$ cat config.mk
export PLATFORM = sky130hd
export DESIGN_NAME = pipe_control
export DESIGN_NICKNAME = d
export VERILOG_FILES = /design/src/rtl/cpu_ctrl_pkg.sv /design/src/rtl/ctrl_decode.sv /design/src/rtl/pipe_control.sv
export SDC_FILE = /design/constraint.sdc
export NUM_CORES = 1
export LEC_CHECK = 0
export BUFFER_PORTS_ARGS = -buffer_cell sky130_fd_sc_hd__clkbuf_2
export CAP_MARGIN = 25
export CORE_ASPECT_RATIO = 1.25
export CORE_MARGIN = 4
export CORE_UTILIZATION = 46
export CTS_CLUSTER_DIAMETER = 200
export DETAILED_ROUTE_END_ITERATION = 10
export GPL_TIMING_DRIVEN = 0
export PLACE_DENSITY_LB_ADDON = 0.05
export REMOVE_ABC_BUFFERS = 1
export SLEW_MARGIN = 10
export SYNTH_ARGS = -nofsm -noshare
export SYNTH_HDL_FRONTEND = slang
export SYNTH_SLANG_ARGS = --single-unit
$ cat constraint.sdc
create_clock -name clk -period 4.2 [get_ports clk]
set_input_delay 0.42 -clock clk [delete_from_list [all_inputs] [get_ports clk]]
set_output_delay 0.42 -clock clk [all_outputs]
set_load 0.1 [all_outputs]
$ cat src/rtl/cpu_ctrl_pkg.sv
// Shared control encodings for the pipelined controller:
// opcodes, ALU op / write-back select enums and the control word.
package cpu_ctrl_pkg;

  localparam int OPCODE_W_DEF = 4;
  localparam int RADDR_W_DEF  = 6;
  localparam int CNT_W_DEF    = 16;

  localparam logic [3:0] OP_NOP  = 4'b0000;
  localparam logic [3:0] OP_ST   = 4'b0011;
  localparam logic [3:0] OP_ADD  = 4'b0100;
  localparam logic [3:0] OP_INC  = 4'b0101;
  localparam logic [3:0] OP_NEG  = 4'b0110;
  localparam logic [3:0] OP_SUB  = 4'b0111;
  localparam logic [3:0] OP_J    = 4'b1000;
  localparam logic [3:0] OP_BRZ  = 4'b1001;
  localparam logic [3:0] OP_JM   = 4'b1010;
  localparam logic [3:0] OP_BRN  = 4'b1011;
  localparam logic [3:0] OP_LD   = 4'b1110;
  localparam logic [3:0] OP_SVPC = 4'b1111;

  typedef enum logic [2:0] {
    ALU_ADD  = 3'd0,
    ALU_SUB  = 3'd1,
    ALU_NEG  = 3'd2,
    ALU_INC  = 3'd3,
    ALU_PASS = 3'd4
  } aluop_e;

  typedef enum logic [1:0] {
    WB_ALU = 2'd0,
    WB_MEM = 2'd1
  } wbsel_e;

  typedef struct packed {
    aluop_e aluop;
    logic   alusrc;
    logic   brz;
    logic   brn;
    logic   jump;
    logic   jumpmem;
    logic   memread;
    logic   memwrite;
    logic   regwrt;
    wbsel_e wbctl;
  } ctrl_word_t;

  localparam ctrl_word_t CTRL_NOP = '0;

endpackage

$ cat src/rtl/ctrl_decode.sv
// Combinational opcode -> control word decoder with illegal flag.
// Ports: opcode in; ctrl (ctrl_word_t), illegal out.
module ctrl_decode
  import cpu_ctrl_pkg::*;
#(
  parameter int OPCODE_W = OPCODE_W_DEF
) (
  input  logic [OPCODE_W-1:0] opcode,
  output ctrl_word_t          ctrl,
  output logic                illegal
);

  logic       hi;
  logic [3:0] op;

  // any bit above [3:0] makes the opcode illegal
  assign hi = (opcode >> 4) != '0;
  assign op = opcode[3:0];

  always_comb begin
    ctrl    = CTRL_NOP;
    illegal = 1'b0;
    if (hi) begin
      illegal = 1'b1;
    end else begin
      unique case (op)
        OP_NOP: ;
        OP_SVPC: begin
          ctrl.aluop  = ALU_ADD;
          ctrl.alusrc = 1'b1;
          ctrl.regwrt = 1'b1;
        end
        OP_LD: begin
          ctrl.aluop   = ALU_PASS;
          ctrl.memread = 1'b1;
          ctrl.wbctl   = WB_MEM;
          ctrl.regwrt  = 1'b1;
        end
        OP_ST: begin
          ctrl.aluop    = ALU_PASS;
          ctrl.memwrite = 1'b1;
        end
        OP_ADD: begin
          ctrl.aluop  = ALU_ADD;
          ctrl.regwrt = 1'b1;
        end
        OP_INC: begin
          ctrl.aluop  = ALU_INC;
          ctrl.alusrc = 1'b1;
          ctrl.regwrt = 1'b1;
        end
        OP_NEG: begin
          ctrl.aluop  = ALU_NEG;
          ctrl.regwrt = 1'b1;
        end
        OP_SUB: begin
          ctrl.aluop  = ALU_SUB;
          ctrl.regwrt = 1'b1;
        end
        OP_J:   ctrl.jump = 1'b1;
        OP_BRZ: ctrl.brz  = 1'b1;
        OP_JM: begin
          ctrl.jumpmem = 1'b1;
          ctrl.memread = 1'b1;
        end
        OP_BRN: ctrl.brn = 1'b1;
        default: illegal = 1'b1;
      endcase
    end
  end

endmodule

$ cat src/rtl/pipe_control.sv
// Pipelined control: ID/EX, EX/MEM, MEM/WB control registers,
// load-use stall, redirect flush, external freeze, event counters.
// Ports: ID opcode/regs in, ext_stall/ex_redirect in;
//   stall_out/flush_out, per-stage controls, illegal_op, counters out.
module pipe_control
  import cpu_ctrl_pkg::*;
#(
  parameter int OPCODE_W = OPCODE_W_DEF,
  parameter int RADDR_W  = RADDR_W_DEF,
  parameter int CNT_W    = CNT_W_DEF
) (
  input  logic               clk,
  input  logic               rst,
  input  logic               id_valid,
  input  logic [OPCODE_W-1:0] id_opcode,
  input  logic [RADDR_W-1:0] id_rs,
  input  logic [RADDR_W-1:0] id_rt,
  input  logic [RADDR_W-1:0] id_rd,
  input  logic               ext_stall,
  input  logic               ex_redirect,
  output logic               stall_out,
  output logic               flush_out,
  output logic               ex_valid,
  output logic [2:0]         ex_aluOp,
  output logic               ex_aluSrc,
  output logic               ex_branchZero,
  output logic               ex_branchNeg,
  output logic               ex_jump,
  output logic               ex_jumpMem,
  output logic               mem_valid,
  output logic               mem_memRead,
  output logic               mem_memWrite,
  output logic               wb_valid,
  output logic               wb_regWrt,
  output logic [1:0]         wb_writeBackControl,
  output logic [RADDR_W-1:0] wb_rd,
  output logic               illegal_op,
  output logic [CNT_W-1:0]   stall_cnt,
  output logic [CNT_W-1:0]   flush_cnt
);

  typedef struct packed {
    logic               valid;
    ctrl_word_t         c;
    logic [RADDR_W-1:0] rd;
  } idex_t;

  typedef struct packed {
    logic               valid;
    logic               memread;
    logic               memwrite;
    logic               regwrt;
    wbsel_e             wbctl;
    logic [RADDR_W-1:0] rd;
  } exmem_t;

  typedef struct packed {
    logic               valid;
    logic               regwrt;
    wbsel_e             wbctl;
    logic [RADDR_W-1:0] rd;
  } memwb_t;

  idex_t      ex_q, ex_d;
  exmem_t     mem_q, mem_d;
  memwb_t     wb_q, wb_d;
  ctrl_word_t dec;
  logic       dec_ill;
  logic       haz;
  logic       bubble;
  logic       haz_stall;

  ctrl_decode #(.OPCODE_W(OPCODE_W)) u_dec (
    .opcode  (id_opcode),
    .ctrl    (dec),
    .illegal (dec_ill)
  );

  assign haz = ex_q.valid & ex_q.c.memread & ex_q.c.regwrt
             & id_valid
             & (ex_q.rd == id_rs | ex_q.rd == id_rt);

  // redirect wins: a squashed slot needs no load-use stall
  assign haz_stall = haz & ~ex_redirect;
  assign bubble    = ex_redirect | haz;

  assign stall_out = ~rst & (ext_stall | haz_stall);
  assign flush_out = ~rst & ~ext_stall & ex_redirect;

  always_comb begin
    ex_d = '0;
    if (!bubble && id_valid) begin
      ex_d.valid = 1'b1;
      ex_d.c     = dec;
      ex_d.rd    = id_rd;
    end
  end

  always_comb begin
    mem_d          = '0;
    mem_d.valid    = ex_q.valid;
    mem_d.memread  = ex_q.c.memread;
    mem_d.memwrite = ex_q.c.memwrite;
    mem_d.regwrt   = ex_q.c.regwrt;
    mem_d.wbctl    = ex_q.c.wbctl;
    mem_d.rd       = ex_q.rd;
  end

  always_comb begin
    wb_d        = '0;
    wb_d.valid  = mem_q.valid;
    wb_d.regwrt = mem_q.regwrt;
    wb_d.wbctl  = mem_q.wbctl;
    wb_d.rd     = mem_q.rd;
  end

  always_ff @(posedge clk) begin
    if (rst) begin
      ex_q       <= '0;
      mem_q      <= '0;
      wb_q       <= '0;
      illegal_op <= 1'b0;
      stall_cnt  <= '0;
      flush_cnt  <= '0;
    end else if (!ext_stall) begin
      ex_q  <= ex_d;
      mem_q <= mem_d;
      wb_q  <= wb_d;
      if (id_valid && dec_ill && !bubble)
        illegal_op <= 1'b1;
      if (haz_stall && stall_cnt != '1)
        stall_cnt <= stall_cnt + 1'b1;
      if (ex_redirect && flush_cnt != '1)
        flush_cnt <= flush_cnt + 1'b1;
    end
  end

  assign ex_valid      = ex_q.valid;
  assign ex_aluOp      = ex_q.c.aluop;
  assign ex_aluSrc     = ex_q.c.alusrc;
  assign ex_branchZero = ex_q.c.brz;
  assign ex_branchNeg  = ex_q.c.brn;
  assign ex_jump       = ex_q.c.jump;
  assign ex_jumpMem    = ex_q.c.jumpmem;

  assign mem_valid    = mem_q.valid;
  assign mem_memRead  = mem_q.memread;
  assign mem_memWrite = mem_q.memwrite;

  assign wb_valid            = wb_q.valid;
  assign wb_regWrt           = wb_q.regwrt;
  assign wb_writeBackControl = wb_q.wbctl;
  assign wb_rd               = wb_q.rd;

endmodule

==> results of run 1 <==
==> cells in the mapped netlist, drive strengths merged, types with 2 or more instances <==
library cell,n,share of area (%)
dfxtp,72,44
nor2,50,5.7
mux2i,21,6.4
nand2,21,2.5
xor2,20,5.3
a21oi,17,2.6
clkbuf,16,1.9
nand4,14,2.9
o21ai,13,2.0
nand3,11,1.7
buf,10,2.1
a22o,7,1.9
a32o,7,2.1
xnor2,7,1.9
nor2b,6,1.1
nor3,6,0.91
and3,5,0.95
or3,5,0.95
and4,4,1.1
inv,4,0.46
mux2,4,1.4
nor4,4,1.1
or4,4,0.91
a211oi,3,0.69
o31ai,3,0.69
or2,3,0.57
and2,2,0.38
ha,2,0.76
nand4b,2,0.53
o2111ai,2,0.53
o21ba,2,0.61
o31a,2,0.53
==> routing by layer <==
| metal | wire length [µm] | GRT usage [%] | vias up |
|---|---|---|---|
| li1 | - | - | 1436 |
| met1 | 3460 | 21.3 | 1332 |
| met2 | 3450 | 28.7 | 81 |
| met3 | 475 | 3.92 | 10 |
| met4 | 106 | 7.30 | 0 |
| met5 | 0 | 0 | - |
==> power breakdown <==
group | switching, W | internal, W | total, W
registers | 0.00000553 | 0.000688 | 0.000693
logic | 0.0000797 | 0.0000334 | 0.000113
clock network | 0.000260 | 0.000366 | 0.000626
total | 0.000345 | 0.00109 | 0.00143
==> worst max-delay path: stages, from the launching register on <==
cell and delay [ps]:
dfxtp_1 360, xor2_1 190, nor4_2 420, a22oi_2 270, or2_2 330, a21oi_1 180, clkbuf_2 500
==> cells by family (layout without fill, tap and decap cells) <==
group	Yosys count	after routing	synth area share (%)
simple gates	143	143	22.8
flops	72	72	43.9
other cells	1	1	0.114
mux	25	25	7.77
xor+xnor	27	27	7.20
compound gates	62	62	13.0
buf+inv	30	106	4.46
fa+ha+maj	2	2	0.761
==> registers in the layout, indices dropped and copies added (netlist names), 3 cells and up <==
name,cells
wb_rd,6
flush_cnt,16
ex_q,10
ex_aluOp,3
mem_q,8
stall_cnt,16
==> metrics by stage <==
step | cells | hold slack (ps) | util [%] | worst slack [ps] | area (µm²)
after floorplan | 336 | 424 | - | 16.7 | 3150
after global placement | 508 | 438 | 52.7 | 599 | 3680
after detailed placement | 512 | 447 | 53.7 | 1290 | 3750
after CTS | 528 | 286 | 57.0 | 1150 | 3980
after global routing | 528 | 297 | 57.0 | 1030 | 3980
final | 528 | 299 | 57.0 | 1190 | 3980
==> area by class of cell <==
class	count	area (µm²)
flip-flops and latches	72	1440
fillers	667	3000
repair buffers	86	468
clock buffers	11	151
inverters	4	15.0
multi-input cells	260	1710
well taps	90	113
clock inverters	5	78.8
==> final timing paths <==
path | end | startpoint | depth (start not counted)
max reg2reg | stall_cnt[5] | ex_q[2] | 6
min reg2reg | ex_q[6] | ex_q[6] | 2
min | ex_q[1] | id_rd[1] | 2
max | stall_out | ex_q[2] | 6
==> layout by cell type (no fill, tap or decap), drive strengths merged, types with 5 or more instances in the layout <==
cell / count
clkbuf: 93
nand3: 11
xnor2: 7
nand2: 21
o21ai: 13
mux2i: 21
and3: 5
nor3: 6
dfxtp: 72
a32o: 7
nand4: 14
nor2: 50
a22o: 7
xor2: 20
nor2b: 6
or3: 5
a21oi: 17
==> metrics.csv, run 1 <==
stage,metric,value,unit
status,status,completed,
final_layout,drive_above_1_share,26.5,%
route,vias_per_cell,5.41,
min_path,holdCritPathClass,in -> reg,
cts,cts_setup_buffers,0,
sta,setup_viol,0,
floorplanning,die_area,8570,µm²
sta,finalClockSkew,10.4,ps
cts,cts_sinks,72,
route,drc,0,
final_layout,final_nets,462,
sta,maxSlewHeadroom,47.1,%
critical_path,worstPathArrival,2590,ps
cts,clockRootBuffer,clkbuf_8,
floorplanning,ioPinCount,84,
sta,finalMaxSlewViolations,0,
cts,cts_buffers,9,
final_layout,area_growth,21.0,%
yosys,synth_edf_count,0,
critical_path,critical_path.max_fanout,11,
placement,port_buffers,82,
sta,min_period,3010,ps
critical_path,critPathLaunchType,register,
yosys,synthCells,362,
global_routing,antenna_found_initial,0,
critical_path,cp-end-kind,output pin,
route,finalWirelength,7490,µm
yosys,syn_avg_cell_area,9.08,µm²
placement,place_congestion,0.742,
yosys,yosysSeqAreaShare,43.9,%
floorplanning,fp.dieW,83.6,µm
sta,tightest_slew,794,ps
sta,post-route-period-util,71.6,%
global_routing,grtUsageTotal,17.1,%
floorplanning,core_area,6980,µm²
floorplanning,initial_core_util,47.1,%
yosys,async_flop_share,0,%
cts,cts_tree,done,
floorplanning,row_count,34,
power_and_ir_drop,peakVddDrop,0.297,mV
placement,dp_hpwl,5280,µm
sta,setup_tns,0,ps
route,post_drt_wl_per_cell,14.2,µm
yosys,synthFlopType,dfxtp_1,
global_routing,grt_remaining_overflow,0,
job,cap_violations,0,
cts,insertion_delay,340,ps
yosys,ys_types,53,
power_and_ir_drop,power.total,0.00143,W
power_and_ir_drop,power.leakage,1.69,nW
global_routing,grt_max_degree,36,
cts,htree_levels,3,
sta,fmax,332,MHz
floorplanning,die_h,102,µm
critical_path,r2r_slack,1900,ps
sta,hold_violations,0,
power_and_ir_drop,p_per_area,360,nW/µm²
critical_path,required,3780,ps
route,drt_pre_antenna_iters,4,
sta,grt_setup_unrepaired,no,
yosys,synth_warnings,0,
yosys,synth-seq-cells,72,
route,drt_iter0_markers,72,
route,drtAntennaViolNets,0,
cts,cts_repair_resize_count,0,
cts,ctsHoldBuffers,0,
critical_path,critPathKind,reg -> out,
route,via_count,2859,
global_routing,grt_pass1_wl,12100,µm
cts,path_clk_slew,70,ps
final_layout,diodes,0,
cts,clockBufferDepth,2,
yosys,synth_area,3290,µm²
global_routing,grt_pass1_vias,2629,
Note: power is estimated with default switching activity, not from simulation.
==> run 2: changes to the inputs <==
--- a/config.mk
+++ b/config.mk
@@ -5,6 +5,7 @@
 export SDC_FILE = /design/constraint.sdc
 export NUM_CORES = 1
 export LEC_CHECK = 0
+export ABC_AREA = 1
 export BUFFER_PORTS_ARGS = -buffer_cell sky130_fd_sc_hd__clkbuf_2
 export CAP_MARGIN = 25
 export CORE_ASPECT_RATIO = 1.25
==> constraint.sdc (replaced) <==
create_clock -name clk -period 2.48 [get_ports clk]
set_input_delay 0.248 -clock clk [delete_from_list [all_inputs] [get_ports clk]]
set_output_delay 0.248 -clock clk [all_outputs]
set_load 0.1 [all_outputs]
==> run 2 against run 1 <==
  * Clock skew barely moved
  * Largest power group unchanged
  * Final area up 6.2%
  * Synthesized cell count grew 46%
  * Via count rose by 22%
  * Combinational power grew to 2.7 times the previous value
  * Critical path depth rose by 3
  * Final cell count increased by 31%
==> metrics.csv, run 2 <==
stage,metric,value,unit,change
power_and_ir_drop,p_clk_share,40.9,%,-2.8 points
placement,port_buffers,82,,unchanged
route,drt_iter0_markers,121,,+68%
placement,place_congestion,0.795,,+7.1%
yosys,syn_avg_cell_area,6.80,µm²,-25%
yosys,synth_area,3580,µm²,+9.1%
sta,finalMaxSlewViolations,0,,unchanged
power_and_ir_drop,pwr-share-comb,12.1,%,+4.2 points
final_layout,diodes,0,,unchanged
yosys,yosys-top-cells-count,"120 x nand2_1, 95 x nor2_1, 72 x dfxtp_1, 45 x inv_1, 39 x a21oi_1",,
sta,setup_viol,0,,unchanged
sta,tightest_slew,727,ps,-66.7 ps
cts,insertion_delay,340,ps,about the same
placement,dp_cells,675,,+32%
yosys,synth_most_common_cell,nand2_1,,
global_routing,antenna_found_initial,0,,unchanged
sta,fmax,443,MHz,
final_layout,fin_cells,694,,+31%
final_layout,design_area,4220,µm²,+6.2%
power_and_ir_drop,p_per_area,603,nW/µm²,+67%
power_and_ir_drop,power.leakage,1.91,nW,+13%
final_layout,fill_cells,755,,+13%
status,status,completed,,
critical_path,critical_path.max_fanout,4,,-7
global_routing,grtUsageTotal,18.7,%,+1.6 points
job,cap_violations,0,,unchanged
global_routing,grt_pass1_vias,3190,,+21%
power_and_ir_drop,power.switching,0.000708,W,+110%
route,drtAntennaViolNets,0,,unchanged
power_and_ir_drop,power_frac_seq,47.0,%,-1.4 points
yosys,ys_types,33,,-38%
sta,holdWs,159,ps,-140 ps
sta,grt_setup_unrepaired,no,,
yosys,synthCells,527,,+46%
power_and_ir_drop,p_int,0.00184,W,+69%
placement,placed_area,3980,µm²,+6.1%
min_path,holdCritPathClass,in -> reg,,
sta,hold_violations,0,,unchanged
floorplanning,die_h,107,µm,+4.1%
sta,finalClockSkew,10.2,ps,-0.222 ps
yosys,async_flop_share,0,%,unchanged
final_layout,final_nets,626,,+35%
route,drc,0,,unchanged
cts,cts_sinks,72,,unchanged
yosys,synthFlopType,dfxtp_1,,
critical_path,worstPathArrival,2010,ps,-580 ps
power_and_ir_drop,peakVddDrop,0.400,mV,+34%
final_layout,final_common_cell,nand2_1,,
route,drt_pre_antenna_iters,4,,unchanged
global_routing,grt_remaining_overflow,0,,unchanged
cts,clockBufferDepth,2,,unchanged
cts,cts_buffers,9,,unchanged
route,via_count,3487,,+22%
sta,min_period,2260,ps,
floorplanning,fp.dieW,86.9,µm,+4.0%
yosys,synth_largest_type_area_fraction,40.2,%,-3.6 points
yosys,synth_edf_count,0,,unchanged
cts,cts_tree,done,,
floorplanning,row_count,35,,+2.9%
floorplanning,core_area,7490,µm²,+7.3%
route,finalWirelength,8580,µm,+15%
yosys,synth-seq-cells,72,,unchanged
floorplanning,initial_core_util,47.9,%,+0.76 points
final_layout,top_regs,"flush_cnt: 16 flops, stall_cnt: 16 flops, ex_q: 10 flops",,
cts,ctsHoldBuffers,0,,unchanged
route,post_drt_wl_per_cell,12.4,µm,-13%
power_and_ir_drop,p_sw_share,27.8,%,+3.7 points
sta,post-route-period-util,91.0,%,
global_routing,grt_max_degree,48,,+33%
cts,htree_levels,3,,unchanged
power_and_ir_drop,power.total,0.00254,W,+78%
critical_path,critPathLaunchType,register,,
final_layout,area_growth,17.8,%,
yosys,yosysSeqAreaShare,40.2,%,-3.6 points
floorplanning,die_area,9280,µm²,+8.3%
global_routing,grt_pass1_wl,14100,µm,+16%
critical_path,required,2230,ps,-1550 ps
cts,clockRootBuffer,clkbuf_8,,
yosys,synth_top_area_cell,dfxtp_1,,
critical_path,cp-end-kind,output pin,,
cts,path_clk_slew,70,ps,about the same
route,vias_per_cell,5.02,,-7.2%
placement,dp_hpwl,5820,µm,+10%
sta,maxSlewHeadroom,51.5,%,+4.4 points
sta,setup_tns,0,ps,unchanged
yosys,synth_warnings,0,,unchanged
yosys,synth_area_leaders,"dfxtp_1 40%, nand2_1 13%, nor2_1 10%, a21oi_1 5.4%, inv_1 4.7%",,
critical_path,critPathKind,reg -> out,,
final_layout,final_cell_mix,"120 x nand2_1, 95 x nor2_1, 81 x clkbuf_2, 72 x dfxtp_1, 43 x inv_1",,
final_layout,drive_above_1_share,21.1,%,-5.4 points
floorplanning,ioPinCount,84,,unchanged
run 2: cell count changes in the layout (fill, tap and decap cells not counted), sizes merged, moves of 10 or more:
cell,change
nand2,+100
xor2,-10
a21oi,+22
mux2i,-21
o21ai,+16
nor2,+52
nand3,+18
inv,+46
run 2: worst max-delay path, stage by stage (launching register included):
cell      delay, ps
dfxtp_1         390
inv_2            60
nand2_1          60
nand2_1          40
nor2_1          120
nand3_1         110
nand2_2         130
nand3_1          80
a21oi_1         170
clkbuf_2        490
run 2: cells by family after synthesis:
family / Yosys count / share of synthesized area, %
xor+xnor: 14 / 3.42
fa+ha+maj: 2 / 0.698
simple gates: 283 / 34.1
compound gates: 78 / 12.4
flops: 72 / 40.2
buf+inv: 77 / 9.08
other cells: 1 / 0.105
run 2: cell type report:
class	instances	area, µm²	share of cell area (%)
repair inverters	1	5.00	0.119
multi-input cells	378	1820	43.0
repair buffers	84	428	10.1
clock buffers	11	141	3.35
well taps	92	115	2.73
inverters	51	195	4.62
flip-flops and latches	72	1440	34.1
clock inverters	5	80.1	1.90
run 2: metrics by stage:
| step | utilization, % | worst slack, ps |
|---|---|---|
| after floorplan | - | -705 |
| after global placement | 53.1 | -485 |
| after detailed placement | 53.1 | -474 |
| after CTS | 56.2 | 92.7 |
| after global routing | 56.4 | 72.1 |
| final | 56.4 | 224 |
run 2: power groups by stage:
| stage | Sequential (W) | Clock, W | Combinational [W] |
|---|---|---|---|
| global route | 0.00120 | 0.00111 | 0.000334 |
| finish | 0.00120 | 0.00104 | 0.000309 |
| floorplan | 0.00133 | 0 | 0.000105 |
| detailed placement | 0.00122 | 0 | 0.000305 |
| CTS | 0.00120 | 0.00106 | 0.000309 |
| global placement | 0.00122 | 0 | 0.000304 |
run 2: path summary, 6_finish.rpt:
kind           startpoint            to  slack [ps]  depth (start not counted)
max               ex_q[2]     stall_out         220                          9
min              id_rd[4]       ex_q[4]         160                          3
max reg2reg  flush_cnt[0]  flush_cnt[6]         470                          9
min reg2reg    illegal_op    illegal_op         460                          2
run 2: routing by layer:
metal  track usage [%]  vias to the layer above  routed length (µm)
met4              6.35                        0                  51
met2              31.4                       72                4140
met3              4.38                        5                 451
met1              23.2                     1588                3950
met5                 0                        -                   0
li1                  -                     1822                   -
run 2: timing repair:
item	in CTS	in global routing
setup endpoints to repair	1	1
buffers inserted	0	1
resized for setup	2	0
gates cloned	1	0
==> run 3: changes to the inputs <==
--- a/config.mk
+++ b/config.mk
@@ -16,6 +16,7 @@
 export GPL_TIMING_DRIVEN = 0
 export PLACE_DENSITY_LB_ADDON = 0.05
 export REMOVE_ABC_BUFFERS = 1
+export SETUP_SLACK_MARGIN = 0.4
 export SLEW_MARGIN = 10
 export SYNTH_ARGS = -nofsm -noshare
 export SYNTH_HDL_FRONTEND = slang
==> run 3 against run 2 <==
  * Register-to-register slack better by 100 ps
  * Sequential share of layout area down 0.094 points
  * Clock skew down 0.72 ps
  * Critical path depth unchanged
  * Clock power about the same
  * Non-clock buffer count up 1
  * Final cell count up 0.14%
==> metrics.csv, run 3 (same netlist as run 2, synthesis figures left out) <==
stage,metric,value,unit,change
global_routing,grt_pass1_vias,3191,,+0.031%
min_path,holdCritPathClass,in -> reg,,
job,cap_violations,0,,unchanged
cts,cts_sinks,72,,unchanged
critical_path,critPathKind,reg -> out,,
cts,ctsHoldBuffers,0,,unchanged
route,dr_wl_met3,471,µm,+4.4%
critical_path,critPathMaxStageDelay,360,ps,-130 ps
placement,place_congestion,0.795,,unchanged
sta,setup_slack,561,ps,+337 ps
sta,finalClockSkew,9.49,ps,-0.718 ps
route,routed.top_layer,met4,,
sta,post-route-period-util,77.4,%,-14 points
floorplanning,ioPinCount,84,,unchanged
final_layout,final_common_cell,nand2_1,,
placement,placed_area,3980,µm²,unchanged
min_path,holdPathStages,3,,unchanged
critical_path,cp-end-kind,output pin,,
global_routing,grtUsageTotal,18.7,%,unchanged
global_routing,antenna_found_initial,0,,unchanged
placement,dp_hpwl,5820,µm,unchanged
critical_path,critPathLaunchType,register,,
final_layout,fill_cells,756,,+0.13%
route,post_drt_wl_per_cell,12.3,µm,-0.47%
sta,tightest_slew,722,ps,-4.80 ps
floorplanning,die_h,107,µm,unchanged
final_layout,top_regs,"flush_cnt: 16 flops, stall_cnt: 16 flops, ex_q: 10 flops",,
status,status,completed,,
sta,min_period,1920,ps,-337 ps
global_routing,grt_max_degree,48,,unchanged
route,vias_per_cell,5.04,,+0.37%
critical_path,r2r_end,ex_q[6],,
route,met1_length,3930,µm,-0.46%
sta,grt_setup_unrepaired,no,,
critical_path,crit_slowest_cell,dfxtp_2,,
global_routing,grt_remaining_overflow,0,,unchanged
floorplanning,core_area,7490,µm²,unchanged
critical_path,worstPathArrival,1670,ps,-340 ps
critical_path,critical_path.max_fanout,4,,unchanged
route,drtAntennaViolNets,0,,unchanged
floorplanning,initial_core_util,47.9,%,unchanged
cts,clockRootBuffer,clkbuf_8,,
sta,maxSlewHeadroom,51.8,%,+0.32 points
final_layout,design_area,4260,µm²,+0.80%
final_layout,final_nets,627,,+0.16%
placement,preCtsSetupSlack,-474,ps,unchanged
route,drt_pre_antenna_iters,4,,unchanged
critical_path,r2r_start,ex_q[4],,
power_and_ir_drop,power.leakage,1.93,nW,+0.64%
placement,port_buffers,82,,unchanged
floorplanning,fp.dieW,86.9,µm,unchanged
cts,cts_buffers,9,,unchanged
global_routing,grt_pass1_wl,14100,µm,about the same
min_path,holdPathEnd,ex_q[4],,
cts,cts_tree,done,,
critical_path,r2r_slack,570,ps,+100 ps
cts,insertion_delay,340,ps,about the same
route,drc,0,,unchanged
cts,htree_levels,3,,unchanged
sta,finalMaxSlewViolations,0,,unchanged
sta,hold_violations,0,,unchanged
floorplanning,die_area,9280,µm²,unchanged
sta,setup_viol,0,,unchanged
route,wl_met2,4080,µm,-1.4%
cts,path_clk_slew,70,ps,about the same
power_and_ir_drop,power.total,0.00254,W,about the same
critical_path,r2r_cells,12,,+3
floorplanning,row_count,35,,unchanged
cts,clockBufferDepth,2,,unchanged
final_layout,area_growth,18.8,%,
final_layout,final_cell_mix,"118 x nand2_1, 95 x nor2_1, 80 x clkbuf_2, 66 x dfxtp_1, 43 x inv_1",,
route,via_count,3505,,+0.52%
route,finalWirelength,8560,µm,-0.33%
sta,setup_tns,0,ps,unchanged
critical_path,required,2230,ps,about the same
final_layout,diodes,0,,unchanged
min_path,min_from,id_rd[4],,
power_and_ir_drop,peakVddDrop,0.400,mV,about the same
sta,fmax,521,MHz,+18%
critical_path,crit_path_cell_trace,inv_2 -> nand2_1 -> nand2_1 -> nor2_1 -> nand3_1 -> nand2_2 -> nand3_1 -> a21oi_2 -> buf_8,,
final_layout,drive_above_1_share,22.7,%,+1.6 points
route,drt_iter0_markers,103,,-15%
power_and_ir_drop,p_per_area,597,nW/µm²,-0.89%
[run 3: changes by cell type in the layout (fill, tap and decap cells not counted), sizes merged]
cell,previous run,this run
buf,2,4
clkbuf,93,92
[run 3: worst max-delay path by stage]
stage,startpoint,end,slack [ps]
final,ex_q[2],stall_out,560
after global routing,ex_q[4],ex_q[6],410
after CTS,ex_q[2],stall_out,410
after detailed placement,ext_stall,stall_out,-470
after global placement,ext_stall,stall_out,-490
after floorplan,ex_valid,stall_out,-700
[run 3: layout make-up]
cell class	instances	area [µm²]	share of cell area, %
Timing Repair Buffer	85	445	10.5
Sequential cell	72	1450	34.0
Tap cell	92	115	2.70
Clock buffer	11	141	3.32
Multi-Input combinational cell	378	1830	42.9
Inverter	51	195	4.59
Clock inverter	5	80.1	1.88
Timing Repair inverter	1	5.00	0.118
[run 3: per-stage QoR]
stage	hold WS (ps)	instances	utilization [%]
finish	153	695	56.8
global placement	441	675	53.1
detailed placement	450	675	53.1
floorplan	317	501	-
global route	151	695	56.8
CTS	141	693	56.5
[run 3: critical path: cells and delay by family, from the launching register on]
family                 cells  cell delay (ps)
AND/OR/NAND/NOR            6              490
flip-flops                 1              360
AO/OA/AOI/OAI              1              210
buffers and inverters      2              280
[run 3: what timing repair did]
| item | 4_1_cts | 5_1_grt |
|---|---|---|
| buffers inserted | 1 | 1 |
| gates cloned | 1 | 0 |
| endpoints found under the setup margin | 13 | 19 |
| endpoints found under the hold margin | 0 | 0 |
| resized for setup | 5 | 9 |
| pin swaps | 0 | 2 |
[run 3: layer usage]
layer,global-route usage (%),vias up
met5,0,-
li1,-,1823
met3,4.38,9
met1,23.1,1597
met4,6.35,0
met2,31.5,76
[run 3: report_power, final]
group          total [W]  leakage (nW)  internal (W)  switching [W]
logic           0.000312          1.23     0.0000662       0.000246
registers        0.00120         0.588       0.00118      0.0000152
clock network    0.00103         0.106      0.000593       0.000441
total            0.00254          1.93       0.00184       0.000702
